**config.mk**
```make
export PLATFORM = sky130hd
export DESIGN_NAME = alu_mul_sequencer_flat
export DESIGN_NICKNAME = d
export VERILOG_FILES = /design/src/rtl/alu_mul_sequencer_if.sv /design/src/rtl/alu_mul_sequencer.sv /design/src/flat_wrapper.sv
export SDC_FILE = /design/constraint.sdc
export NUM_CORES = 1
export LEC_CHECK = 0
export CORE_AREA = 2 2 144 111
export CTS_BUF_LIST = sky130_fd_sc_hd__clkbuf_16
export CTS_CLUSTER_SIZE = 25
export DETAILED_ROUTE_END_ITERATION = 7
export DIE_AREA = 0 0 146 113
export HOLD_SLACK_MARGIN = 0.06
export PLACE_DENSITY_LB_ADDON = 0.15
export SLEW_MARGIN = 20
export SYNTH_ARGS = -nofsm -noshare
export SYNTH_HDL_FRONTEND = slang
export SYNTH_SLANG_ARGS = --single-unit
```
**constraint.sdc**
```tcl
create_clock -name clk -period 2.4 [get_ports clk]
set_input_delay 0.48 -clock clk [delete_from_list [all_inputs] [get_ports clk]]
set_output_delay 0.48 -clock clk [all_outputs]
set_load 0.03 [all_outputs]
```
**src/rtl/alu_mul_sequencer_if.sv**
```systemverilog
// Bundle between the multiply sequencer, its requester, the pipeline EX stage and the shared ALU.
// Request side: start, mul_a, mul_b in; busy, stall, done, product out.
// Pipeline side: pipe_a, pipe_b, pipe_op, pipe_shift in.
// ALU side: alu_a, alu_b, alu_op, alu_shift out; alu_result in.
interface alu_mul_sequencer_if;
    logic        start;
    logic [31:0] mul_a;
    logic [31:0] mul_b;
    logic [31:0] pipe_a;
    logic [31:0] pipe_b;
    logic [2:0]  pipe_op;
    logic [4:0]  pipe_shift;
    logic [31:0] alu_result;
    logic [31:0] alu_a;
    logic [31:0] alu_b;
    logic [2:0]  alu_op;
    logic [4:0]  alu_shift;
    logic        busy;
    logic        stall;
    logic        done;
    logic [31:0] product;

    // Environment view: requester, pipeline and ALU together
    modport master (
        output start, mul_a, mul_b, pipe_a, pipe_b, pipe_op, pipe_shift, alu_result,
        input  alu_a, alu_b, alu_op, alu_shift, busy, stall, done, product
    );

    // Sequencer view
    modport slave (
        input  start, mul_a, mul_b, pipe_a, pipe_b, pipe_op, pipe_shift, alu_result,
        output alu_a, alu_b, alu_op, alu_shift, busy, stall, done, product
    );
endinterface

```
**src/rtl/alu_mul_sequencer.sv**
```systemverilog
// Shift-add 32-bit multiplier that borrows the shared EX-stage ALU.
// While a multiply runs it owns the ALU (ADD/SLL only) and stalls the pipeline;
// otherwise the pipeline operands pass straight through to the ALU.
// Ports: clk, rst (sync, active high), bus (slave view of alu_mul_sequencer_if).
// Result: product = low 32 bits of mul_a*mul_b, valid from the done pulse.
module alu_mul_sequencer #(
    parameter logic [2:0] OP_ADD     = 3'b010,
    parameter logic [2:0] OP_SLL     = 3'b011,
    parameter bit         EARLY_EXIT = 1'b1
) (
    input  logic                 clk,
    input  logic                 rst,
    alu_mul_sequencer_if.slave   bus
);
    localparam int unsigned DATA_W  = 32;
    localparam int unsigned CNT_W   = 6;
    localparam int unsigned SHIFT_W = 5;
    localparam int unsigned LAST    = 31;

    typedef enum logic [1:0] {
        S_IDLE = 2'd0,
        S_ADD  = 2'd1,
        S_SHF  = 2'd2,
        S_DONE = 2'd3
    } state_t;

    state_t              state_q, state_d;
    logic [DATA_W-1:0]   acc_q, acc_d;
    logic [DATA_W-1:0]   mcand_q, mcand_d;
    logic [DATA_W-1:0]   mplier_q, mplier_d;
    logic [CNT_W-1:0]    cnt_q, cnt_d;

    // State and datapath registers
    always_ff @(posedge clk) begin
        if (rst) begin
            state_q  <= S_IDLE;
            acc_q    <= '0;
            mcand_q  <= '0;
            mplier_q <= '0;
            cnt_q    <= '0;
        end else begin
            state_q  <= state_d;
            acc_q    <= acc_d;
            mcand_q  <= mcand_d;
            mplier_q <= mplier_d;
            cnt_q    <= cnt_d;
        end
    end

    // Next state, datapath updates and ALU mux
    always_comb begin
        state_d       = state_q;
        acc_d         = acc_q;
        mcand_d       = mcand_q;
        mplier_d      = mplier_q;
        cnt_d         = cnt_q;
        bus.alu_a     = bus.pipe_a;
        bus.alu_b     = bus.pipe_b;
        bus.alu_op    = bus.pipe_op;
        bus.alu_shift = bus.pipe_shift;

        case (state_q)
            S_IDLE: begin
                if (bus.start) begin
                    acc_d    = '0;
                    mcand_d  = bus.mul_a;
                    mplier_d = bus.mul_b;
                    cnt_d    = '0;
                    if (EARLY_EXIT && (bus.mul_b == '0)) state_d = S_DONE;
                    else if (bus.mul_b[0])              state_d = S_ADD;
                    else                                state_d = S_SHF;
                end
            end
            S_ADD: begin
                bus.alu_a     = acc_q;
                bus.alu_b     = mcand_q;
                bus.alu_op    = OP_ADD;
                bus.alu_shift = '0;
                acc_d         = bus.alu_result;
                state_d       = S_SHF;
            end
            S_SHF: begin
                bus.alu_a     = mcand_q;
                bus.alu_b     = '0;
                bus.alu_op    = OP_SLL;
                bus.alu_shift = SHIFT_W'(1);
                mcand_d       = bus.alu_result;
                mplier_d      = mplier_q >> 1;
                cnt_d         = cnt_q + CNT_W'(1);
                // Decisions look at the pre-shift multiplier: bit 1 is the next bit to add
                if ((cnt_q == CNT_W'(LAST)) || (EARLY_EXIT && (mplier_q[DATA_W-1:1] == '0)))
                    state_d = S_DONE;
                else if (mplier_q[1])
                    state_d = S_ADD;
                else
                    state_d = S_SHF;
            end
            S_DONE: begin
                state_d = S_IDLE;
            end
            default: begin
                state_d = S_IDLE;
            end
        endcase
    end

    assign bus.busy    = (state_q == S_ADD) || (state_q == S_SHF);
    assign bus.stall   = bus.busy;
    assign bus.done    = (state_q == S_DONE);
    assign bus.product = acc_q;
endmodule

```
**src/flat_wrapper.sv**
```systemverilog
// flat-port wrapper written by rule: the top's interface ports become plain ports
module alu_mul_sequencer_flat 
#(
    parameter logic [2:0] OP_ADD     = 3'b010,
    parameter logic [2:0] OP_SLL     = 3'b011,
    parameter bit         EARLY_EXIT = 1'b1
)
  (clk, rst, bus_start, bus_mul_a, bus_mul_b, bus_pipe_a, bus_pipe_b, bus_pipe_op, bus_pipe_shift, bus_alu_result, bus_alu_a, bus_alu_b, bus_alu_op, bus_alu_shift, bus_busy, bus_stall, bus_done, bus_product);
  alu_mul_sequencer_if bus_i ();
  input  logic clk;
  input  logic rst;
  input wire logic [$bits(bus_i.start)-1:0] bus_start;
  input wire logic [$bits(bus_i.mul_a)-1:0] bus_mul_a;
  input wire logic [$bits(bus_i.mul_b)-1:0] bus_mul_b;
  input wire logic [$bits(bus_i.pipe_a)-1:0] bus_pipe_a;
  input wire logic [$bits(bus_i.pipe_b)-1:0] bus_pipe_b;
  input wire logic [$bits(bus_i.pipe_op)-1:0] bus_pipe_op;
  input wire logic [$bits(bus_i.pipe_shift)-1:0] bus_pipe_shift;
  input wire logic [$bits(bus_i.alu_result)-1:0] bus_alu_result;
  output wire logic [$bits(bus_i.alu_a)-1:0] bus_alu_a;
  output wire logic [$bits(bus_i.alu_b)-1:0] bus_alu_b;
  output wire logic [$bits(bus_i.alu_op)-1:0] bus_alu_op;
  output wire logic [$bits(bus_i.alu_shift)-1:0] bus_alu_shift;
  output wire logic [$bits(bus_i.busy)-1:0] bus_busy;
  output wire logic [$bits(bus_i.stall)-1:0] bus_stall;
  output wire logic [$bits(bus_i.done)-1:0] bus_done;
  output wire logic [$bits(bus_i.product)-1:0] bus_product;
  assign bus_i.start = bus_start;
  assign bus_i.mul_a = bus_mul_a;
  assign bus_i.mul_b = bus_mul_b;
  assign bus_i.pipe_a = bus_pipe_a;
  assign bus_i.pipe_b = bus_pipe_b;
  assign bus_i.pipe_op = bus_pipe_op;
  assign bus_i.pipe_shift = bus_pipe_shift;
  assign bus_i.alu_result = bus_alu_result;
  assign bus_alu_a = bus_i.alu_a;
  assign bus_alu_b = bus_i.alu_b;
  assign bus_alu_op = bus_i.alu_op;
  assign bus_alu_shift = bus_i.alu_shift;
  assign bus_busy = bus_i.busy;
  assign bus_stall = bus_i.stall;
  assign bus_done = bus_i.done;
  assign bus_product = bus_i.product;
  alu_mul_sequencer #(.OP_ADD(OP_ADD), .OP_SLL(OP_SLL), .EARLY_EXIT(EARLY_EXIT)) u_core (.clk(clk), .rst(rst), .bus(bus_i));
endmodule
```
**Word-level counts from Yosys, hierarchy flattened**

Index checks and enable logic that the tools add are counted.

- $add $sub $neg: 1
- Muxes and demuxes: 18
- Reductions and logical operators: 9
- Eq/ne operators: 5

Operator list:

| kind | count |
|---|---|
| $pmux 32 s2 | 5 |
| $mux 32 | 3 |
| $logic_not 32->1 | 1 |
| $logic_not 31->1 | 1 |
| $pmux 6 s2 | 1 |
| $mux 2 | 5 |
| $pmux 5 s2 | 1 |
| $pmux 2 s4 | 1 |
| $add 6x1->6 const B | 1 |
| $eq 6x5->1 const B | 1 |
| $mux 6 | 1 |
| $pmux 3 s2 | 1 |
| $eq 2x2->1 const B | 2 |
| $reduce_and 2->1 | 2 |
| $reduce_bool 2->1 | 2 |
| $eq 2x1->1 const B | 1 |
| $logic_not 2->1 | 1 |
| $logic_or 1x1->1 | 2 |
| $ne 2x2->1 const B | 1 |

- Bits in registers: 104
- Input port bits: 171
- Word-level logic and storage cells: 38
- Output and inout port bits: 107

**Depth between registers and ports, before layout**

- Depth in word-level cells: 4
- Depth in mapped cells: 9
- Gate-level depth less buffers: 6

**Worst setup path after synthesis**

Ideal clock, no wire load.

- Kind: flip-flop to output port
- From: register u_core.state_q[1]
- To: output bus_alu_a[21]
- Required time: 1.920 ns
- Cell stages (with the launch flop): 7
- Arrival: 1.960 ns
- Slack: -0.040 ns
- Buffers on the path: 2
- Cell sequence: dfxtp_1 inv_1 ha_1 buf_2 buf_1 nor2_1 a21oi_1

- Word-level cells in the longest chain between the ends: 2
- Elaborated cells between the ends (all ways): 3
- Classes of those cells: eq/ne: 2; mux: 1

Ends and longest elaborated chain:

| item | RTL line | source |
|---|---|---|
| start: declaration | alu_mul_sequencer.sv:27 | `state_t state_q, state_d;` |
| start signal: assignment | alu_mul_sequencer.sv:42 | `state_q <= state_d;` |
| $eq 2x2->1 / $eq 2x1->1 (equally long branches) | alu_mul_sequencer.sv:62 | `case (state_q)` |
| $pmux 32 s2 * | alu_mul_sequencer.sv:62 |  |
| end: declaration | flat_wrapper.sv:20 | `output wire logic [$bits(bus_i.alu_a)-1:0] bus_alu_a;` |

Mark *: on every way between the ends. The rest lies on a longest branch, timed or not.

**Worst setup path in the final report**

- From: register u_core.state_q[1]
- To: output bus_alu_op[0]

- Word-level cells in the longest chain between the ends: 2
- Elaborated cells between the ends (all ways): 3
- Classes of those cells: eq/ne: 2; mux: 1

Ends and longest elaborated chain:

| item | RTL line | source |
|---|---|---|
| $eq 2x2->1 / $eq 2x1->1 (equally long branches) | alu_mul_sequencer.sv:62 |  |
| $pmux 3 s2 * | alu_mul_sequencer.sv:62 |  |
| end: declaration | flat_wrapper.sv:22 | `output wire logic [$bits(bus_i.alu_op)-1:0] bus_alu_op;` |

Marks and branches as above.

==> impl_metrics.json <==
{
  "crit_family": "buffers and inverters",
  "drt_iter0_drc": 253,
  "synth-edff-count": 0,
  "skew_ps": 5.232,
  "nNetsFinal": 1118,
  "worstSetupEndpointType": "primary output",
  "tightest_slew_ps": 649.6,
  "fmax_mhz": 424.9,
  "syn_area_sq_mm": 0.005949,
  "grt_pass1_vias": 6113,
  "yosysTopAreaCellShare": 0.3466,
  "yosys_register_bits": 103,
  "place_ws_ps": 113.5,
  "critPathBufInv": 5,
  "vias": 6129,
  "vias_per_cell": 5.330,
  "syn_inst": 693,
  "syn_to_final_growth_pct": 56.45,
  "grt_pass1_wl_um": 31580,
  "synth_area_leaders": "dfxtp_1 (35%), a211oi_2 (13%), mux2i_1 (11%)",
  "cp-start-kind": "flip-flop",
  "synth_ff_type": "dfxtp_1",
  "port-buffer-count": 277,
  "drive_gt1_frac": 0.2106,
  "cap_viol_max_count": 0,
  "ant_nets": 0,
  "dieArea_sq_mm": 0.01650,
  "dpl.hpwl_um": 14860,
  "netlist_top_cells_count": "nor2_1 (132), dfxtp_1 (103), a22oi_1 (64)",
  "syn_nets": 869,
  "synth_warnings": 0,
  "slew_headroom": 0.5577,
  "ff_latch_area_sq_mm": 0.002064,
  "stdcell_count": 1150,
  "cts_inserted_buffers": 9,
  "setup_ws_ps": 46.51,
  "diodes": 0,
  "htreeDepth": 3,
  "wl_per_cell_um": 17.71,
  "slew_violations": 0,
  "place.gp.congestion": 0.8478,
  "setup_viol": 0,
  "crit_arrival_ps": 1870,
  "hold_class": "flip-flop to flip-flop",
  "post-route-period-util": 0.9806,
  "synth.avg_cell_area_sq_um": 8.585,
  "start_util": 0.3959,
  "netlist-cell-type-count": 35,
  "std_cell_rows": 39,
  "grt_max_degree": 45,
  "multiInputGateArea_sq_mm": 0.003420,
  "critPathSlowestCell": "dfxtp_2",
  "cp.required_ps": 1920,
  "peakVddDrop_mv": 0.3934,
  "outcome": "complete, no violations",
  "powerDensity_mw_per_mm2": 825.5,
  "fillers": 1347,
  "slowest_delay_ps": 380,
  "die_x_um": 146,
  "yosysTopAreaCell": "dfxtp_1",
  "die_y_um": 113,
  "insertion_delay_ps": 340,
  "final_util": 0.6193,
  "min_period_ps": 2353,
  "drt_first_pass_iters": 4,
  "antenna_found_initial": 0,
  "synth.most_common_cell": "nor2_1",
  "grt_overflow": 0,
  "yosysSeqAreaShare": 0.3466,
  "cts_tree": "yes",
  "core_sq_mm": 0.01503,
  "cts_sinks": 103,
  "async_flop_share": 0,
  "postCtsHoldBufs": 0,
  "leakage_uw": 0.003468,
  "cts-root-buf": "clkbuf_16",
  "path_cells": "inv_1 > ha_4 > buf_12 > buf_6 > buf_16 > o21ai_0 > buf_4",
  "pin_count": 278,
  "clkSlewWorstSetupHoldPaths_ps": 60,
  "drc": 0,
  "hold_violations": 0,
  "routed_wirelength_um": 20370,
  "clock_path_buffers": 2,
  "holdWs_ps": 506.7,
  "grt_usage": 0.2346,
  "place_inst": 1127,
  "crit_fanout": 29,
  "critPathKind": "flip-flop to primary output",
  "r2r_slack_ps": 390
}
-- layout make-up --
| cell class | instances | share of cell area |
|---|---|---|
| clock inverters | 5 | 0.008200 |
| flip-flops and latches | 103 | 0.2218 |
| multi-input cells | 484 | 0.3674 |
| well taps | 205 | 0.02756 |
| repair buffers | 306 | 0.3355 |
| inverters | 38 | 0.01532 |
| clock buffers | 9 | 0.02420 |
-- metrics by stage --
step / instance area [sq um] / power, uW / TNS, ps
5_1_grt: 9308 / 8066 / -33.51
3_5_place_dp: 8768 / 5920 / 0
3_3_place_gp: 8768 / 5861 / 0
4_1_cts: 9136 / 7539 / -42.11
2_1_floorplan: 5976 / 4583 / -1467
6_report: 9308 / 7684 / 0
-- power breakdown --
part | internal [uW] | total [uW] | switching [uW]
logic | 1740 | 4010 | 2270
registers | 1950 | 2150 | 205
clock network | 897 | 1520 | 621
total | 4590 | 7680 | 3100
-- kinds of logic (layout without fill, tap and decap cells) --
kind of cell             count (synthesis)  after routing  synth area share
AO/OA/AOI/OAI                          205            205            0.2808
XOR/XNOR                                 4              4          0.005888
adder cells (fa/ha/maj)                  5              5           0.01052
buffers and inverters                  106            358           0.09401
flip-flops                             103            103            0.3466
multiplexers                            64             64            0.1085
AND/OR/NAND/NOR                        206            206            0.1537
-- cell usage in the layout, fill, tap and decap left out, drive strengths merged --
cell | synthesis | final
nor2b | 5 | 5
dfxtp | 103 | 103
clkbuf | 19 | 12
or2 | 1 | 1
o21bai | 1 | 1
nand4b | 1 | 1
and3 | 1 | 1
nor4 | 15 | 15
a32oi | 1 | 1
a22o | 1 | 1
nand2b | 2 | 2
a21oi | 36 | 36
nor3b | 1 | 1
o221ai | 1 | 1
nand2 | 6 | 6
nor3 | 1 | 1
nor2 | 132 | 132
mux2i | 63 | 63
a211oi | 64 | 64
inv | 38 | 39
and2 | 1 | 1
clkinvlp | 0 | 1
nand4 | 7 | 7
clkinv | 0 | 1
mux2 | 1 | 1
clkdlybuf4s50 | 0 | 202
nand3b | 1 | 1
a22oi | 64 | 64
nand3 | 32 | 32
xor2 | 4 | 4
dlygate4sd2 | 0 | 1
buf | 49 | 100
bufinv | 0 | 2
ha | 5 | 5
o21ai | 37 | 37
-- tightest hold or removal path, stage by stage (launching register included) --
cell and delay (ps):
dfxtp_1 340, nand2_1 70, a21oi_1 50
-- metal layers --
layer / track usage / routed length, um
met5: 0 / 0
met4: 0.05307 / 283
met3: 0.06169 / 1403
met1: 0.2776 / 8360
met2: 0.4286 / 10320
-- repair_timing --
action,CTS,global route
pin swaps,1,1
cloned,1,3
setup buffers,1,3
endpoints found under the setup margin,45,57
gates resized for setup,9,18
-- final timing paths --
path | from | end | cells after the start
worst max-delay path | u_core.state_q[1]$_SDFFE_PP0P_ | bus_alu_op[0] | 7
worst min-delay path | u_core.mplier_q[31]$_SDFFE_PP0P_ | u_core.mplier_q[31]$_SDFFE_PP0P_ | 2
worst max register to register | u_core.state_q[0]$_SDFFE_PP0P_ | u_core.mplier_q[4]$_SDFFE_PP0P_ | 6
worst min register to register | u_core.mplier_q[31]$_SDFFE_PP0P_ | u_core.mplier_q[31]$_SDFFE_PP0P_ | 2
-- state kept, by name (all words and copies together), names as in the netlist --
signal	cells
u_core.bus.product	32
u_core.mcand_q	32
u_core.mplier_q	31
u_core.cnt_q	6
u_core.state_q	2
(Power assumes the default switching activity.)
